**config.mk**
```make
export PLATFORM = sky130hd
export DESIGN_NAME = axis_dma_packetizer
export DESIGN_NICKNAME = d
export VERILOG_FILES = /design/src/rtl/rfsoc_ctrl_pkg.sv /design/src/rtl/axis_out_reg.sv /design/src/rtl/axis_dma_packetizer.sv
export SDC_FILE = /design/constraint.sdc
export NUM_CORES = 1
export LEC_CHECK = 0
export CELL_PAD_IN_SITES_DETAIL_PLACEMENT = 0
export CELL_PAD_IN_SITES_GLOBAL_PLACEMENT = 1
export CORE_MARGIN = 4
export CORE_UTILIZATION = 35
export DETAILED_ROUTE_END_ITERATION = 8
export PLACE_DENSITY_LB_ADDON = 0.1
export SLEW_MARGIN = 20
export SYNTH_ARGS = -nofsm -noshare
export SYNTH_HDL_FRONTEND = slang
export SYNTH_SLANG_ARGS = --single-unit
```
**constraint.sdc**
```tcl
create_clock -name ps_clk -period 2.7 [get_ports ps_clk]
set_input_delay 0.675 -clock ps_clk [delete_from_list [all_inputs] [get_ports ps_clk]]
set_output_delay 0.675 -clock ps_clk [all_outputs]
set_load 0.05 [all_outputs]
```
**src/rtl/rfsoc_ctrl_pkg.sv**
```systemverilog
// Shared definitions for the RFSoC capture control slice.
//   AXIS_DMA_DATA_W : stream data width feeding the PS S2MM DMA
//   AXIS_DMA_LEN_W  : width of packet-length / packet-count fields and counters
//   dma_state_e     : packetizer FSM state encoding
package rfsoc_ctrl_pkg;

  localparam int unsigned AXIS_DMA_DATA_W = 32;
  localparam int unsigned AXIS_DMA_LEN_W  = 16;

  typedef enum logic [2:0] {
    StIdle  = 3'd0,
    StRun   = 3'd1,
    StStop  = 3'd2,
    StFlush = 3'd3,
    StDone  = 3'd4
  } dma_state_e;

endpackage

```
**src/rtl/axis_out_reg.sv**
```systemverilog
// Single-stage AXI4-Stream output register (data, last, valid).
//   ps_clk / rst           : clock, asynchronous active-low reset
//   load, load_data/last   : write a new beat into the register
//   out_ready              : downstream accept
//   out_valid/data/last    : registered beat presented downstream
//   up_ready               : register can take a beat this cycle (empty or draining)
module axis_out_reg #(
  parameter int unsigned DATA_W = 32
) (
  input  logic              ps_clk,
  input  logic              rst,
  input  logic              load,
  input  logic [DATA_W-1:0] load_data,
  input  logic              load_last,
  input  logic              out_ready,
  output logic              out_valid,
  output logic [DATA_W-1:0] out_data,
  output logic              out_last,
  output logic              up_ready
);

  logic              valid_q, valid_d;
  logic [DATA_W-1:0] data_q, data_d;
  logic              last_q, last_d;

  assign up_ready = !valid_q || out_ready;

  always_comb begin
    valid_d = valid_q;
    data_d  = data_q;
    last_d  = last_q;
    if (load) begin
      valid_d = 1'b1;
      data_d  = load_data;
      last_d  = load_last;
    end else if (valid_q && out_ready) begin
      // Data/last are left as-is once drained; only valid qualifies them.
      valid_d = 1'b0;
    end
  end

  always_ff @(posedge ps_clk or negedge rst) begin
    if (!rst) begin
      valid_q <= 1'b0;
      data_q  <= '0;
      last_q  <= 1'b0;
    end else begin
      valid_q <= valid_d;
      data_q  <= data_d;
      last_q  <= last_d;
    end
  end

  assign out_valid = valid_q;
  assign out_data  = data_q;
  assign out_last  = last_q;

endmodule

```
**src/rtl/axis_dma_packetizer.sv**
```systemverilog
// Packetizes the capture FIFO sample stream into fixed-length AXIS packets for the S2MM DMA.
//   ps_clk / rst              : 100 MHz PS clock, asynchronous active-low reset
//   cfg_len, cfg_num_pkts     : beats per packet / packets per run (0 = until stop)
//   start, stop               : run arm pulse / graceful stop request pulse
//   busy, done, cfg_err       : status (busy outside IDLE, end-of-run pulse, sticky len==0 error)
//   pkt_cnt                   : packets fully accepted by the DMA in this/last run
//   s_axis_*                  : FIFO side (slave)
//   m_axis_*                  : DMA side (master), tkeep constant all-ones
module axis_dma_packetizer
  import rfsoc_ctrl_pkg::*;
#(
  parameter int unsigned DATA_W = AXIS_DMA_DATA_W,
  parameter int unsigned LEN_W  = AXIS_DMA_LEN_W
) (
  input  logic                ps_clk,
  input  logic                rst,
  input  logic [LEN_W-1:0]    cfg_len,
  input  logic [LEN_W-1:0]    cfg_num_pkts,
  input  logic                start,
  input  logic                stop,
  output logic                busy,
  output logic                done,
  output logic                cfg_err,
  output logic [LEN_W-1:0]    pkt_cnt,
  input  logic [DATA_W-1:0]   s_axis_tdata,
  input  logic                s_axis_tvalid,
  output logic                s_axis_tready,
  output logic [DATA_W-1:0]   m_axis_tdata,
  output logic [DATA_W/8-1:0] m_axis_tkeep,
  output logic                m_axis_tlast,
  output logic                m_axis_tvalid,
  input  logic                m_axis_tready
);

  dma_state_e       state_q, state_d;
  logic [LEN_W-1:0] len_q, len_d;
  logic [LEN_W-1:0] num_q, num_d;
  logic [LEN_W-1:0] beat_q, beat_d;
  logic [LEN_W-1:0] in_pkt_q, in_pkt_d;  // packets completed on the input side
  logic [LEN_W-1:0] pkt_q, pkt_d;        // packets accepted by the DMA
  logic             err_q, err_d;

  logic up_ready;
  logic run_en;
  logic accept;
  logic is_last;
  logic final_pkt;
  logic out_fire_last;

  assign run_en        = (state_q == StRun) || (state_q == StStop);
  assign s_axis_tready = run_en && up_ready;
  assign accept        = s_axis_tvalid && s_axis_tready;
  assign is_last       = (beat_q == len_q - LEN_W'(1));
  // Packet count limit is enforced on the input side so no beat past the run is popped.
  assign final_pkt     = (num_q != '0) && (in_pkt_q == num_q - LEN_W'(1));
  assign out_fire_last = m_axis_tvalid && m_axis_tready && m_axis_tlast;

  always_comb begin
    state_d  = state_q;
    len_d    = len_q;
    num_d    = num_q;
    beat_d   = beat_q;
    in_pkt_d = in_pkt_q;
    pkt_d    = pkt_q;
    err_d    = err_q;

    if (out_fire_last) begin
      pkt_d = pkt_q + LEN_W'(1);
    end

    if (accept) begin
      if (is_last) begin
        beat_d   = '0;
        in_pkt_d = in_pkt_q + LEN_W'(1);
      end else begin
        beat_d = beat_q + LEN_W'(1);
      end
    end

    unique case (state_q)
      StIdle: begin
        if (start) begin
          if (cfg_len != '0) begin
            len_d    = cfg_len;
            num_d    = cfg_num_pkts;
            pkt_d    = '0;
            beat_d   = '0;
            in_pkt_d = '0;
            err_d    = 1'b0;
            state_d  = StRun;
          end else begin
            err_d = 1'b1;
          end
        end
      end
      StRun: begin
        if (accept && is_last && (stop || final_pkt)) begin
          state_d = StFlush;
        end else if (stop) begin
          // A beat accepted alongside stop that opens a packet still gets finished.
          state_d = (beat_d != '0) ? StStop : StFlush;
        end
      end
      StStop: begin
        if (accept && is_last) begin
          state_d = StFlush;
        end
      end
      StFlush: begin
        if (!m_axis_tvalid || m_axis_tready) begin
          state_d = StDone;
        end
      end
      StDone: begin
        state_d = StIdle;
      end
      default: begin
        state_d = StIdle;
      end
    endcase
  end

  always_ff @(posedge ps_clk or negedge rst) begin
    if (!rst) begin
      state_q  <= StIdle;
      len_q    <= '0;
      num_q    <= '0;
      beat_q   <= '0;
      in_pkt_q <= '0;
      pkt_q    <= '0;
      err_q    <= 1'b0;
    end else begin
      state_q  <= state_d;
      len_q    <= len_d;
      num_q    <= num_d;
      beat_q   <= beat_d;
      in_pkt_q <= in_pkt_d;
      pkt_q    <= pkt_d;
      err_q    <= err_d;
    end
  end

  axis_out_reg #(
    .DATA_W (DATA_W)
  ) u_out_reg (
    .ps_clk    (ps_clk),
    .rst       (rst),
    .load      (accept),
    .load_data (s_axis_tdata),
    .load_last (is_last),
    .out_ready (m_axis_tready),
    .out_valid (m_axis_tvalid),
    .out_data  (m_axis_tdata),
    .out_last  (m_axis_tlast),
    .up_ready  (up_ready)
  );

  assign m_axis_tkeep = '1;
  assign busy         = (state_q != StIdle);
  assign done         = (state_q == StDone);
  assign cfg_err      = err_q;
  assign pkt_cnt      = pkt_q;

endmodule

```
==> impl_metrics.yaml <==
logic_synthesis:
  synthCells: 777
  mean_post_synth_cell_area_um2: 8.465
  synth-seq-area-share_pct: 44.89
  netlist_area_um2: 6578
  dominantRegCellSynth: "dfrtp_1"
  synth_cell_types: 62
  yosys_warnings: 0
  synth.ff_latch_count: 118
  synth-edff-count: 0
  postSynth.asyncResetShare_pct: 100.0
floorplanning:
  ios: 128
  floorplan.initialDensity_pct: 36.12
  coreArea_um2: 18210
  placement_rows: 49
  chipWidth_um: 145.1
  fp.dieArea_um2: 21050
  floorplan.die.height_um: 145.1
drt:
  drc: 0
  iter_0_drt_violations: 350
  wl_per_cell_um: 15.84
  drt-pass1-iter-count: 4
  route.vias.total: 5980
  wl_um: 18670
  detail_route.vias_per_cell: 5.072
  antenna_violating_nets_post_route: 0
global_route:
  grt-ovfl-total: 0
  grt_pass1_wl_um: 30680
  antenna_found_initial: 0
  grt_start_max_net_pins: 46
  global_route.usage.total_pct: 17.67
  number_of_global_route_vias_before_repair: 6001
sta:
  report.final.setup_viol: 1
  post-route-worst-setup-slack_ps: -11.31
  setup-tns-final_ps: -11.31
  whs_ps: 253.7
  slew_headroom_pct: 55.99
  max_clock_freq_mhz: 368.8
  finalWorstPathRequiredPeriod_ps: 2711
  setup_repair_after_global_routing_missed_its_margin: "true"
  worst_clock_skew_ps: 9.912
  finalMaxSlewViolations: 0
  finalHoldViolCount: 0
  post-route-period-util_pct: 100.4
  timing_worst_slew_pin_value_ps: 658.8
worst_hold_path:
  min_path_type: "in2async"
cts:
  clock_sink_count: 118
  cts.reportedPaths.clkPinSlew_ps: 60
  tritoncts: "yes"
  worst_skew_pair.late_latency_ps: 420
  ctsRootBufferMaster: "clkbuf_16"
  clock_tree.buffer_depth: 2
  cts_htree_levels: 4
  cts-buffers-inserted: 17
final_layout:
  final_cell_mix: "nand2_1, clkdlybuf4s50_1, dfrtp_1, nor2_1, buf_4"
  final_net_count: 1013
  layout_cells_sized_above_1_pct: 14.00
  layout_commonest_cell: "nand2_1"
  syn_to_final_growth_pct: 40.10
  diodes: 0
  finish.cell_count_without_fillers: 1179
placed_design:
  post-place-cells: 1137
  gp_congestion: 0.8873
  port-buffer-count: 123
  dpl_worst_slack_ps: -427.2
  detailed_place_hpwl_um: 13370
run:
  max_cap_viol_count: 0
worst_setup_path:
  worstSetupStartpointType: "flip-flop"
  max_stage_delay_ps: 440
  crit_chain: "inv_2 -> ha_4 -> nor4b_4 -> buf_4 -> nand4_1 -> xnor2_1 -> nor4_1 -> buf_4 -> and4_4 -> buf_12 -> nand4_1 -> a211oi_2"
  crit_slowest_cell: "dfrtp_2"
  critical_path_buf_inv_count: 4
  cp_data_required_time_ps: 3030
  worst-path-max-fanout: 6
  worst_path_dominant_cell_family: "simple AND/OR/NAND/NOR gates"
  worst-setup-path-type: "reg2reg"
  crit_arrival_ps: 3050
  crit_path_end_kind: "flip-flop"
pwr:
  power.share.clock_pct: 23.4
  static-leakage-power_uw: 0.004264
  power.switching_fraction_pct: 43.18
  seq_power_share_pct: 29.8
  ir_worst_vdd_v: 0.0007424
  comb_power_share_pct: 46.8
  cell_internal_pwr_uw: 5384
  total_switching_power_uw: 4091
  power_per_cell_area_nw_per_um2: 1028
  totalPowerFinal_uw: 9475
outcome:
  violations_in_the_final_reports: "setup timing"
  status: "finished, violations left"
==> worst paths after layout <==
kind                                        start                      to  slack, ps  depth (start not counted)
max in group asynchronous                     rst              pkt_cnt[3]       1630                          2
setup / recovery                         len_q[0]              state_q[1]        -10                         12
hold / removal                                rst                len_q[9]        250                          1
hold reg to reg            u_out_reg.out_data[20]  u_out_reg.out_data[20]        470                          2
min in group ps_clk        u_out_reg.out_data[20]  u_out_reg.out_data[20]        470                          2
setup reg to reg                         len_q[0]              state_q[1]        -10                         12
==> routing by layer <==
layer / routed length, um / vias to the layer above / track usage [%]
met4: 143 / 0 / 4.131
met3: 1599 / 13 / 7.421
li1: - / 2950 / -
met1: 8945 / 2840 / 23.97
met5: 0 / - / 0
met2: 7986 / 177 / 26.41
==> kinds of logic after synthesis <==
family / count (synthesis) / share of synthesized area, %
fa+ha+maj: 6 / 1.141
other cells: 1 / 0.05701
buf+inv: 64 / 4.375
compound gates: 89 / 9.112
flops: 118 / 44.89
mux: 13 / 1.978
simple gates: 417 / 29.26
xor+xnor: 69 / 9.188
==> power groups by stage <==
stage | Clock, uW | Combinational [uW] | Sequential, uW
after floorplan | 0 | 2040 | 3480
after global placement | 0 | 4290 | 2800
after detailed placement | 0 | 4350 | 2810
after CTS | 2270 | 4370 | 2820
after global routing | 2340 | 4860 | 2900
final | 2220 | 4440 | 2820
==> state kept, by name, summed over array words and instances, names as in the netlist <==
signal,count
cfg_err,1
pkt_cnt,16
u_out_reg.out_valid,1
u_out_reg.out_last,1
in_pkt_q,16
beat_q,16
u_out_reg.out_data,32
state_q,3
len_q,16
num_q,16
==> Yosys cell counts (2+ instances only) <==
master | number | share of area [%]
nand2_1 | 224 | 13
dfrtp_1 | 118 | 45
nor2_1 | 62 | 3.5
xor2_1 | 41 | 5.5
clkbuf_1 | 30 | 1.7
xnor2_1 | 28 | 3.7
o21ai_0 | 26 | 2.0
nand3_1 | 20 | 1.5
nand4_1 | 19 | 1.8
nor3_1 | 17 | 1.3
a21oi_1 | 15 | 1.1
and3_1 | 15 | 1.4
inv_1 | 15 | 0.86
mux2i_1 | 13 | 2.0
a31oi_1 | 10 | 0.95
nor4_1 | 10 | 0.95
nand2b_1 | 9 | 0.86
and4_1 | 8 | 1.1
or3_1 | 8 | 0.76
buf_2 | 7 | 0.53
a41o_1 | 6 | 0.91
buf_4 | 6 | 0.68
ha_1 | 6 | 1.1
and2_1 | 4 | 0.38
nor2b_1 | 4 | 0.38
a211oi_1 | 3 | 0.34
buf_1 | 3 | 0.17
nand3b_1 | 3 | 0.34
nor3b_1 | 3 | 0.34
o211ai_1 | 3 | 0.34
a211o_1 | 2 | 0.27
a22oi_1 | 2 | 0.23
a311oi_1 | 2 | 0.27
a31o_2 | 2 | 0.27
buf_6 | 2 | 0.34
nor4_2 | 2 | 0.38
o22ai_1 | 2 | 0.19
o31ai_1 | 2 | 0.23
or4_1 | 2 | 0.23
==> layout make-up <==
class	instances	area (um^2)
Inverter	15	56.30
Tap cell	229	286.5
Clock inverter	12	120.1
Clock buffer	20	456.7
Multi-Input combinational cell	598	3497
Fill cell	1694	8994
Sequential cell	118	2954
Timing Repair Buffer	187	1844
==> metrics by stage <==
stage	area, um^2	util (%)
2_1_floorplan	6589	-
3_3_place_gp	8378	46.01
3_5_place_dp	8378	46.01
4_1_cts	8984	49.34
5_1_grt	9215	50.61
6_report	9215	50.61
==> repair_timing <==
action | 4_1_cts | 5_1_grt
gates resized for setup | 3 | 29
pin swaps | 2 | 10
cloned | 0 | 2
setup buffers | 2 | 6
setup endpoints to repair | 10 | 22
hold buffers | 0 | 0
No activity file was read; power rests on OpenSTA's default activity.
